--- src/rtl/mux_n_pipe_pkg.sv ---
// Shared definitions for the registered N-input multiplexer:
// default parameter values and the buffer state encoding.
package mux_n_pipe_pkg;

  localparam int DEF_WIDTH  = 32;
  localparam int DEF_NUM_IN = 4;

  typedef enum logic [1:0] {
    ST_EMPTY = 2'd0,
    ST_ONE   = 2'd1,
    ST_FULL  = 2'd2
  } buf_state_t;

endpackage

--- src/rtl/mux_n_comb.sv ---
// Combinational word selection from a packed input vector, with
// out-of-range select detection (bad selects fall back to input 0).
module mux_n_comb
  import mux_n_pipe_pkg::*;
#(
  parameter int WIDTH  = DEF_WIDTH,
  parameter int NUM_IN = DEF_NUM_IN,
  parameter int SEL_W  = $clog2(NUM_IN)
) (
  input  logic [NUM_IN*WIDTH-1:0] in_data,
  input  logic [SEL_W-1:0]        sel,
  output logic [WIDTH-1:0]        word,
  output logic                    sel_bad
);

  assign sel_bad = (32'(sel) >= 32'(NUM_IN));

  // NOTE: assigning a default before the loop keeps every path driven, so no latch is inferred.
  always_comb begin
    word = in_data[0 +: WIDTH];
    for (int k = 1; k < NUM_IN; k++) begin
      if (32'(sel) == k) word = in_data[k*WIDTH +: WIDTH];
    end
  end

endmodule

--- src/rtl/mux_n_pipe.sv ---
// N-input multiplexer feeding a two-entry skid buffer with valid/ready
// handshakes on both sides; in_ready is registered to break ready paths.
module mux_n_pipe
  import mux_n_pipe_pkg::*;
#(
  parameter int WIDTH  = DEF_WIDTH,
  parameter int NUM_IN = DEF_NUM_IN,
  parameter int SEL_W  = $clog2(NUM_IN)
) (
  input  logic                    clk,
  input  logic                    rst,
  input  logic [NUM_IN*WIDTH-1:0] in_data,
  input  logic [SEL_W-1:0]        sel,
  input  logic                    in_valid,
  output logic                    in_ready,
  output logic [WIDTH-1:0]        out_data,
  output logic                    out_valid,
  input  logic                    out_ready,
  input  logic                    flush,
  output logic                    sel_err
);

  buf_state_t       state, state_nxt;
  logic [WIDTH-1:0] main_data, skid_data;
  logic [WIDTH-1:0] word;
  logic             sel_bad;
  logic             accept, pop;
  logic             load_main, load_skid, skid_to_main;

  mux_n_comb #(
    .WIDTH  (WIDTH),
    .NUM_IN (NUM_IN),
    .SEL_W  (SEL_W)
  ) u_sel (
    .in_data (in_data),
    .sel     (sel),
    .word    (word),
    .sel_bad (sel_bad)
  );

  assign out_valid = (state != ST_EMPTY);
  assign out_data  = main_data;
  assign accept    = in_valid && in_ready;
  assign pop       = out_valid && out_ready;

  always_comb begin
    state_nxt    = state;
    load_main    = 1'b0;
    load_skid    = 1'b0;
    skid_to_main = 1'b0;
    unique case (state)
      ST_EMPTY: if (accept) begin
        state_nxt = ST_ONE;
        load_main = 1'b1;
      end
      ST_ONE: begin
        if (accept && pop) begin
          load_main = 1'b1;
        end else if (accept) begin
          state_nxt = ST_FULL;
          load_skid = 1'b1;
        end else if (pop) begin
          state_nxt = ST_EMPTY;
        end
      end
      ST_FULL: if (pop) begin
        state_nxt    = ST_ONE;
        skid_to_main = 1'b1;
      end
      default: state_nxt = ST_EMPTY;
    endcase
    // Flush wins over any same-cycle accept or pop.
    if (flush) begin
      state_nxt    = ST_EMPTY;
      load_main    = 1'b0;
      load_skid    = 1'b0;
      skid_to_main = 1'b0;
    end
  end

  // NOTE: sequential state uses non-blocking assignments so all registers update from pre-edge values.
  always_ff @(posedge clk or posedge rst) begin
    if (rst) begin
      state    <= ST_EMPTY;
      in_ready <= 1'b1;
      sel_err  <= 1'b0;
    end else begin
      state    <= state_nxt;
      in_ready <= (state_nxt != ST_FULL);
      if (flush)                sel_err <= 1'b0;
      else if (accept && sel_bad) sel_err <= 1'b1;
    end
  end

  // NOTE: the two data registers are cleared on reset so out_data is defined before the first word.
  always_ff @(posedge clk or posedge rst) begin
    if (rst) begin
      main_data <= '0;
      skid_data <= '0;
    end else begin
      if (load_main)         main_data <= word;
      else if (skid_to_main) main_data <= skid_data;
      if (load_skid)         skid_data <= word;
    end
  end

endmodule

--- config.mk ---
export PLATFORM = sky130hd
export DESIGN_NAME = mux_n_pipe
export DESIGN_NICKNAME = d
export VERILOG_FILES = /design/src/rtl/mux_n_pipe_pkg.sv /design/src/rtl/mux_n_comb.sv /design/src/rtl/mux_n_pipe.sv
export SDC_FILE = /design/constraint.sdc
export NUM_CORES = 1
export LEC_CHECK = 0
export ABC_AREA = 0
export BUFFER_PORTS_ARGS = -buffer_cell sky130_fd_sc_hd__buf_2
export CAP_MARGIN = 30
export CORE_ASPECT_RATIO = 0.8
export CORE_MARGIN = 2
export CORE_UTILIZATION = 51
export DETAILED_ROUTE_END_ITERATION = 10
export PLACE_DENSITY = 0.86
export SYNTH_ARGS = -nofsm -noshare
export SYNTH_HDL_FRONTEND = slang
export SYNTH_SLANG_ARGS = --single-unit
--- constraint.sdc ---
create_clock -name clk -period 3.4 [get_ports clk]
set_input_delay 0.17 -clock clk [delete_from_list [all_inputs] [get_ports clk]]
set_output_delay 0.17 -clock clk [all_outputs]
set_load 0.01 [all_outputs]
==> results.sh, run 1 <==
export IMPL_outcome="complete, no violations"
export IMPL_numPortBuffers=168
export IMPL_diodes=0
export IMPL_critPathLaunchType="flip-flop"
export IMPL_skew_ns=0.00736
export IMPL_syn_avg_cell_area_um2=14.1
export IMPL_end_kind="flip-flop"
export IMPL_tns_ns=0
export IMPL_grt_pass1_vias=2978
export IMPL_fmax_mhz=500
export IMPL_drt_iter0_drc=112
export IMPL_drv_slew=0
export IMPL_power_frac_clock=0.257
export IMPL_holdWs_ns=0.0882
export IMPL_dpl_cell_count=499
export IMPL_synth_warnings=0
export IMPL_p_leak_nw=2.25
export IMPL_synth_top_area_frac=0.453
export IMPL_power_density_nw_per_um2=491
export IMPL_hold_viol=0
export IMPL_fin_nets=560
export IMPL_p_seq_frac=0.490
export IMPL_max_slew_margin=0.454
export IMPL_ys_seq_area_frac=0.461
export IMPL_period_share=0.589
export IMPL_via_per_inst=5.54
export IMPL_hold_path_class="in2reg"
export IMPL_cts_buffer_depth=2
export IMPL_post_dp_hpwl_um=6430
export IMPL_tritoncts="yes"
export IMPL_postCtsResizedCells=0
export IMPL_antenna_found_initial=0
export IMPL_fin_cells=516
export IMPL_clkTransAtPathRegs_ns=0.07
export IMPL_die_w_um=98.5
export IMPL_ioPinCount=170
export IMPL_overflow=0
export IMPL_start_util=0.529
export IMPL_cts_buffers=9
export IMPL_worstSetupPathType="reg2reg"
export IMPL_core_area_um2=6890
export IMPL_min_period_ns=2.00
export IMPL_post_drt_wl_per_cell_um=16.8
export IMPL_p_switching_mw=0.647
export IMPL_max_cap_violations=0
export IMPL_die_area_um2=7840
export IMPL_drt_wl_total_um=8660
export IMPL_power_frac_comb=0.253
export IMPL_drc_errors=0
export IMPL_grt_pass1_wl_um=13800
export IMPL_worst_path_max_fanout=58
export IMPL_post_cts_setup_buffers=0
export IMPL_insertion_delay_ns=0.32
export IMPL_drive_gt1_frac=0.597
export IMPL_synth_seq_cells=67
export IMPL_htreeDepth=3
export IMPL_drtAntennaViolNets=0
export IMPL_ir_drop_uv=384
export IMPL_clock_sinks=67
export IMPL_rows=27
export IMPL_die_y_um=79.6
export IMPL_grt_max_degree=59
export IMPL_worst_slew_pin_slew_ns=0.819
export IMPL_postSynthCellCount=258
export IMPL_first_pass_iters=4
export IMPL_yosysUniqueCellTypes=30
export IMPL_yosys_area_top_type="dfrtp_1"
export IMPL_track_usage=0.224
export IMPL_synth_nets=393
export IMPL_area_growth_pct=29.2
export IMPL_p_int_mw=1.66
export IMPL_gp_congestion=0.745
export IMPL_swShare=0.280
export IMPL_vias=2857
export IMPL_finalSetupViolations=0
export IMPL_rsz0062_at_grt="false"
export IMPL_yosys_top_cells_area="dfrtp_1, mux4_2, mux2_2"
export IMPL_syn_cell_area_um2=3640
export IMPL_arrival_ns=2.21
export IMPL_final_util=0.683
export IMPL_clock_root_buffer="clkbuf_8"
export IMPL_critPathRequiredTime_ns=3.61
[state kept, by name (all words and copies together), names as in the netlist]
signal,cells
out_data,32
skid_data,32
state,2
in_ready,1
[stage by stage]
stage / worst slack (ns) / power [mW] / instance area, um^2
floorplan: 1.55 / 1.49 / 3640
global placement: 1.02 / 1.68 / 4480
detailed placement: 0.943 / 1.73 / 4500
CTS: 0.936 / 2.33 / 4690
global route: 1.32 / 2.44 / 4710
finish: 1.40 / 2.31 / 4710
[cell type report]
cell class	count	area (um^2)
clock buffer	13	169
clock inverter	2	10.0
fill	548	2190
inverter	1	3.75
multi-input combinational	170	1810
sequential	67	1680
tap	87	109
timing repair buffer	176	923
[Yosys cell counts]
library cell	n
a21o_1	7
or3_1	1
buf_6	3
nor3_1	1
buf_12	1
dfstp_2	1
o21a_1	1
mux2_2	32
buf_4	8
buf_2	3
dfrtp_1	66
or2_2	1
and2b_4	1
buf_1	3
mux4_2	28
nand3b_1	1
nand2_2	1
nor3_4	1
o22a_1	1
mux4_1	4
conb_1	1
nand2_1	26
nor4_4	1
clkbuf_1	2
a22o_1	7
o21ai_0	11
nor2_1	3
inv_1	1
mux2i_1	27
o21ai_1	14
[layer usage]
layer | track usage | part of all wire
met1 | 0.255 | 0.38
met2 | 0.420 | 0.53
met3 | 0.0517 | 0.068
met4 | 0.0726 | 0.017
met5 | 0 | 0
[cells by family after synthesis]
kind of cell / synth area share
other: 0.00103
buffers and inverters: 0.0416
and+or+nand+nor: 0.0515
AOI/OAI and AO/OA: 0.0701
muxes: 0.375
DFF: 0.461
[worst max-delay path, stage by stage (launching register included)]
cell,delay (ns)
dfrtp_1,0.45
and2b_4,0.22
nor4_4,0.19
buf_4,0.51
nor2_1,0.27
a21o_1,0.24
[path summary, 6_finish.rpt]
path	start	to	slack, ns	cells after the start
max	state[0]	out_data[21]	1.40	5
min	out_ready	state[1]	0.09	2
max reg2reg	state[0]	out_data[21]	1.40	5
min reg2reg	out_data[22]	out_data[22]	0.47	1
max in group asynchronous	rst	in_ready	2.08	5
min in group asynchronous	rst	out_data[13]	0.45	3
[power groups by stage]
| stage | registers (mW) | logic, mW | clock network [mW] |
|---|---|---|---|
| after floorplan | 1.15 | 0.336 | 0 |
| after global placement | 1.13 | 0.555 | 0 |
| after detailed placement | 1.14 | 0.590 | 0 |
| after CTS | 1.13 | 0.594 | 0.606 |
| after global routing | 1.16 | 0.642 | 0.640 |
| final | 1.13 | 0.584 | 0.594 |
[timing repair]
action	4_1_cts	5_1_grt
hold buffers	1	0
setup endpoints to repair	0	0
endpoints found under the hold margin	24	0
[cell usage in the layout, fill, tap and decap left out, drive strengths merged, types with 2 or more instances in the layout]
| cell | Yosys | layout |
|---|---|---|
| clkinv | 0 | 2 |
| mux2 | 32 | 32 |
| a21o | 7 | 7 |
| dfrtp | 66 | 66 |
| nor3 | 2 | 2 |
| nand2 | 27 | 27 |
| clkbuf | 2 | 13 |
| o21ai | 25 | 25 |
| buf | 18 | 175 |
| nor2 | 3 | 3 |
| mux4 | 32 | 32 |
| mux2i | 27 | 27 |
| a22o | 7 | 7 |
Note: power is estimated with default switching activity, not from simulation.
==> inputs of run 2 (changes only) <==
CORE_UTILIZATION = 47   (was 51)
PLACE_DENSITY = 0.81   (was 0.86)
clock period = 2.03 ns   (was 3.4 ns; I/O delays follow)
==> results.sh, run 2 (same netlist as run 1, synthesis figures left out) <==
export IMPL_grt_pass1_wl_um=13200
export IMPL_tns_ns=0
export IMPL_final_fill_count=608
export IMPL_dr_max_layer_used="met4"
export IMPL_clock_sinks=67
export IMPL_grt_max_degree=59
export IMPL_met1_length_um=3360
export IMPL_final_cell_area_um2=4770
export IMPL_outcome="complete, no violations"
export IMPL_drt_iter0_drc=76
export IMPL_drc_errors=0
export IMPL_end_kind="flip-flop"
export IMPL_critPathLaunchType="flip-flop"
export IMPL_htreeDepth=3
export IMPL_dr_wl_met3_um=576
export IMPL_via_per_inst=5.33
export IMPL_drt_wl_total_um=8320
export IMPL_vias=2850
export IMPL_post_dp_hpwl_um=6300
export IMPL_post_drt_wl_per_cell_um=15.5
export IMPL_drv_slew=0
export IMPL_power_density_nw_per_um2=819
export IMPL_rrSetupSlack_ns=0.32
export IMPL_postCtsResizedCells=0
export IMPL_rr_endpoint="out_data[28]"
export IMPL_drtAntennaViolNets=0
export IMPL_max_cap_violations=0
export IMPL_worstSetupPathType="reg2reg"
export IMPL_pre_cts_slack_ns=0.336
export IMPL_fin_nets=562
export IMPL_holdPathEnd="state[0]"
export IMPL_start_util=0.488
export IMPL_finalPower_mw=3.90
export IMPL_finalSetupViolations=0
export IMPL_clock_root_buffer="clkbuf_8"
export IMPL_overflow=0
export IMPL_numPortBuffers=168
export IMPL_track_usage=0.203
export IMPL_diodes=0
export IMPL_min_path_cells=2
export IMPL_layout_common_cells="buf_2, dfrtp_1, mux2_2"
export IMPL_reg2regPathDepth=5
export IMPL_rsz0062_at_grt="false"
export IMPL_final_util=0.639
export IMPL_period_share=0.841
export IMPL_core_area_um2=7460
export IMPL_clkTransAtPathRegs_ns=0.07
export IMPL_drive_gt1_frac=0.595
export IMPL_ioPinCount=170
export IMPL_hold_viol=0
export IMPL_first_pass_iters=4
export IMPL_grt_pass1_vias=3012
export IMPL_wl_met2_um=4310
export IMPL_ir_drop_uv=387
export IMPL_hold_path_class="in2reg"
export IMPL_cts_buffers=9
export IMPL_rows=28
export IMPL_fin_ws_ns=0.323
export IMPL_min_delay_start="flush"
export IMPL_skew_ns=0.00942
export IMPL_cts_hold_buffers=2
export IMPL_area_growth_pct=30.8
export IMPL_reg2reg_from="state[0]"
export IMPL_place_area_um2=4560
export IMPL_layout_commonest_cell="buf_2"
export IMPL_cts_buffer_depth=2
export IMPL_gp_congestion=0.762
export IMPL_die_y_um=82.7
export IMPL_post_cts_setup_buffers=0
export IMPL_arrival_ns=1.93
export IMPL_tritoncts="yes"
export IMPL_min_period_ns=1.71
export IMPL_insertion_delay_ns=0.33
export IMPL_die_w_um=102
export IMPL_p_leak_nw=2.26
export IMPL_die_area_um2=8470
export IMPL_fmax_mhz=586
export IMPL_critPathRequiredTime_ns=2.25
export IMPL_worst_path_max_fanout=58
export IMPL_antenna_found_initial=0
-- run 2: cell count changes in the layout (fill, tap and decap cells not counted), sizes merged --
cell         before  now
buf             175  176
dlygate4sd3       1    2
clkbuf           13   11
bufinv            0    1
-- run 2: area by class of cell --
cell class,instances,area (um^2),share of cell area
Multi-Input combinational cell,170,1810,0.380
Sequential cell,67,1680,0.352
Timing Repair Buffer,178,958,0.201
Clock buffer,11,141,0.0297
Tap cell,105,131,0.0276
Clock inverter,3,40.0,0.00840
Inverter,1,3.75,0.000788
-- run 2: metal layers --
layer | up-vias | global-route usage
met5 | - | 0
met2 | 127 | 0.377
met3 | 6 | 0.0665
met4 | 0 | 0.0627
li1 | 1316 | -
met1 | 1401 | 0.222
-- run 2: worst max-delay path, cell delays in order (launching register included) --
cell     delay, ns
dfrtp_1       0.45
and2b_4       0.21
nor4_4        0.26
buf_12        0.28
nor2_1        0.17
a21o_1        0.21
-- run 2: through the flow --
stage          cells  hold slack, ns
6_report         535          0.0351
5_1_grt          535          0.0246
4_1_cts          535          0.0212
3_5_place_dp     519           0.151
2_1_floorplan    258           0.167
3_3_place_gp     519           0.146
-- run 2: report_power, final --
part | internal [mW] | total (mW) | switching [mW]
registers | 1.69 | 1.88 | 0.189
logic | 0.564 | 0.977 | 0.413
clock network | 0.583 | 1.04 | 0.460
-- run 2: how the worst max path moves through the flow --
stage,from,endpoint,slack [ns],cells past startpoint
after floorplan,rst,out_data[0],0.25,1
after global placement,state[0],out_data[6],0.39,5
after detailed placement,state[0],out_data[22],0.34,5
after CTS,state[0],out_data[28],0.32,5
after global routing,state[0],out_data[14],0.22,5
final,state[0],out_data[28],0.32,5
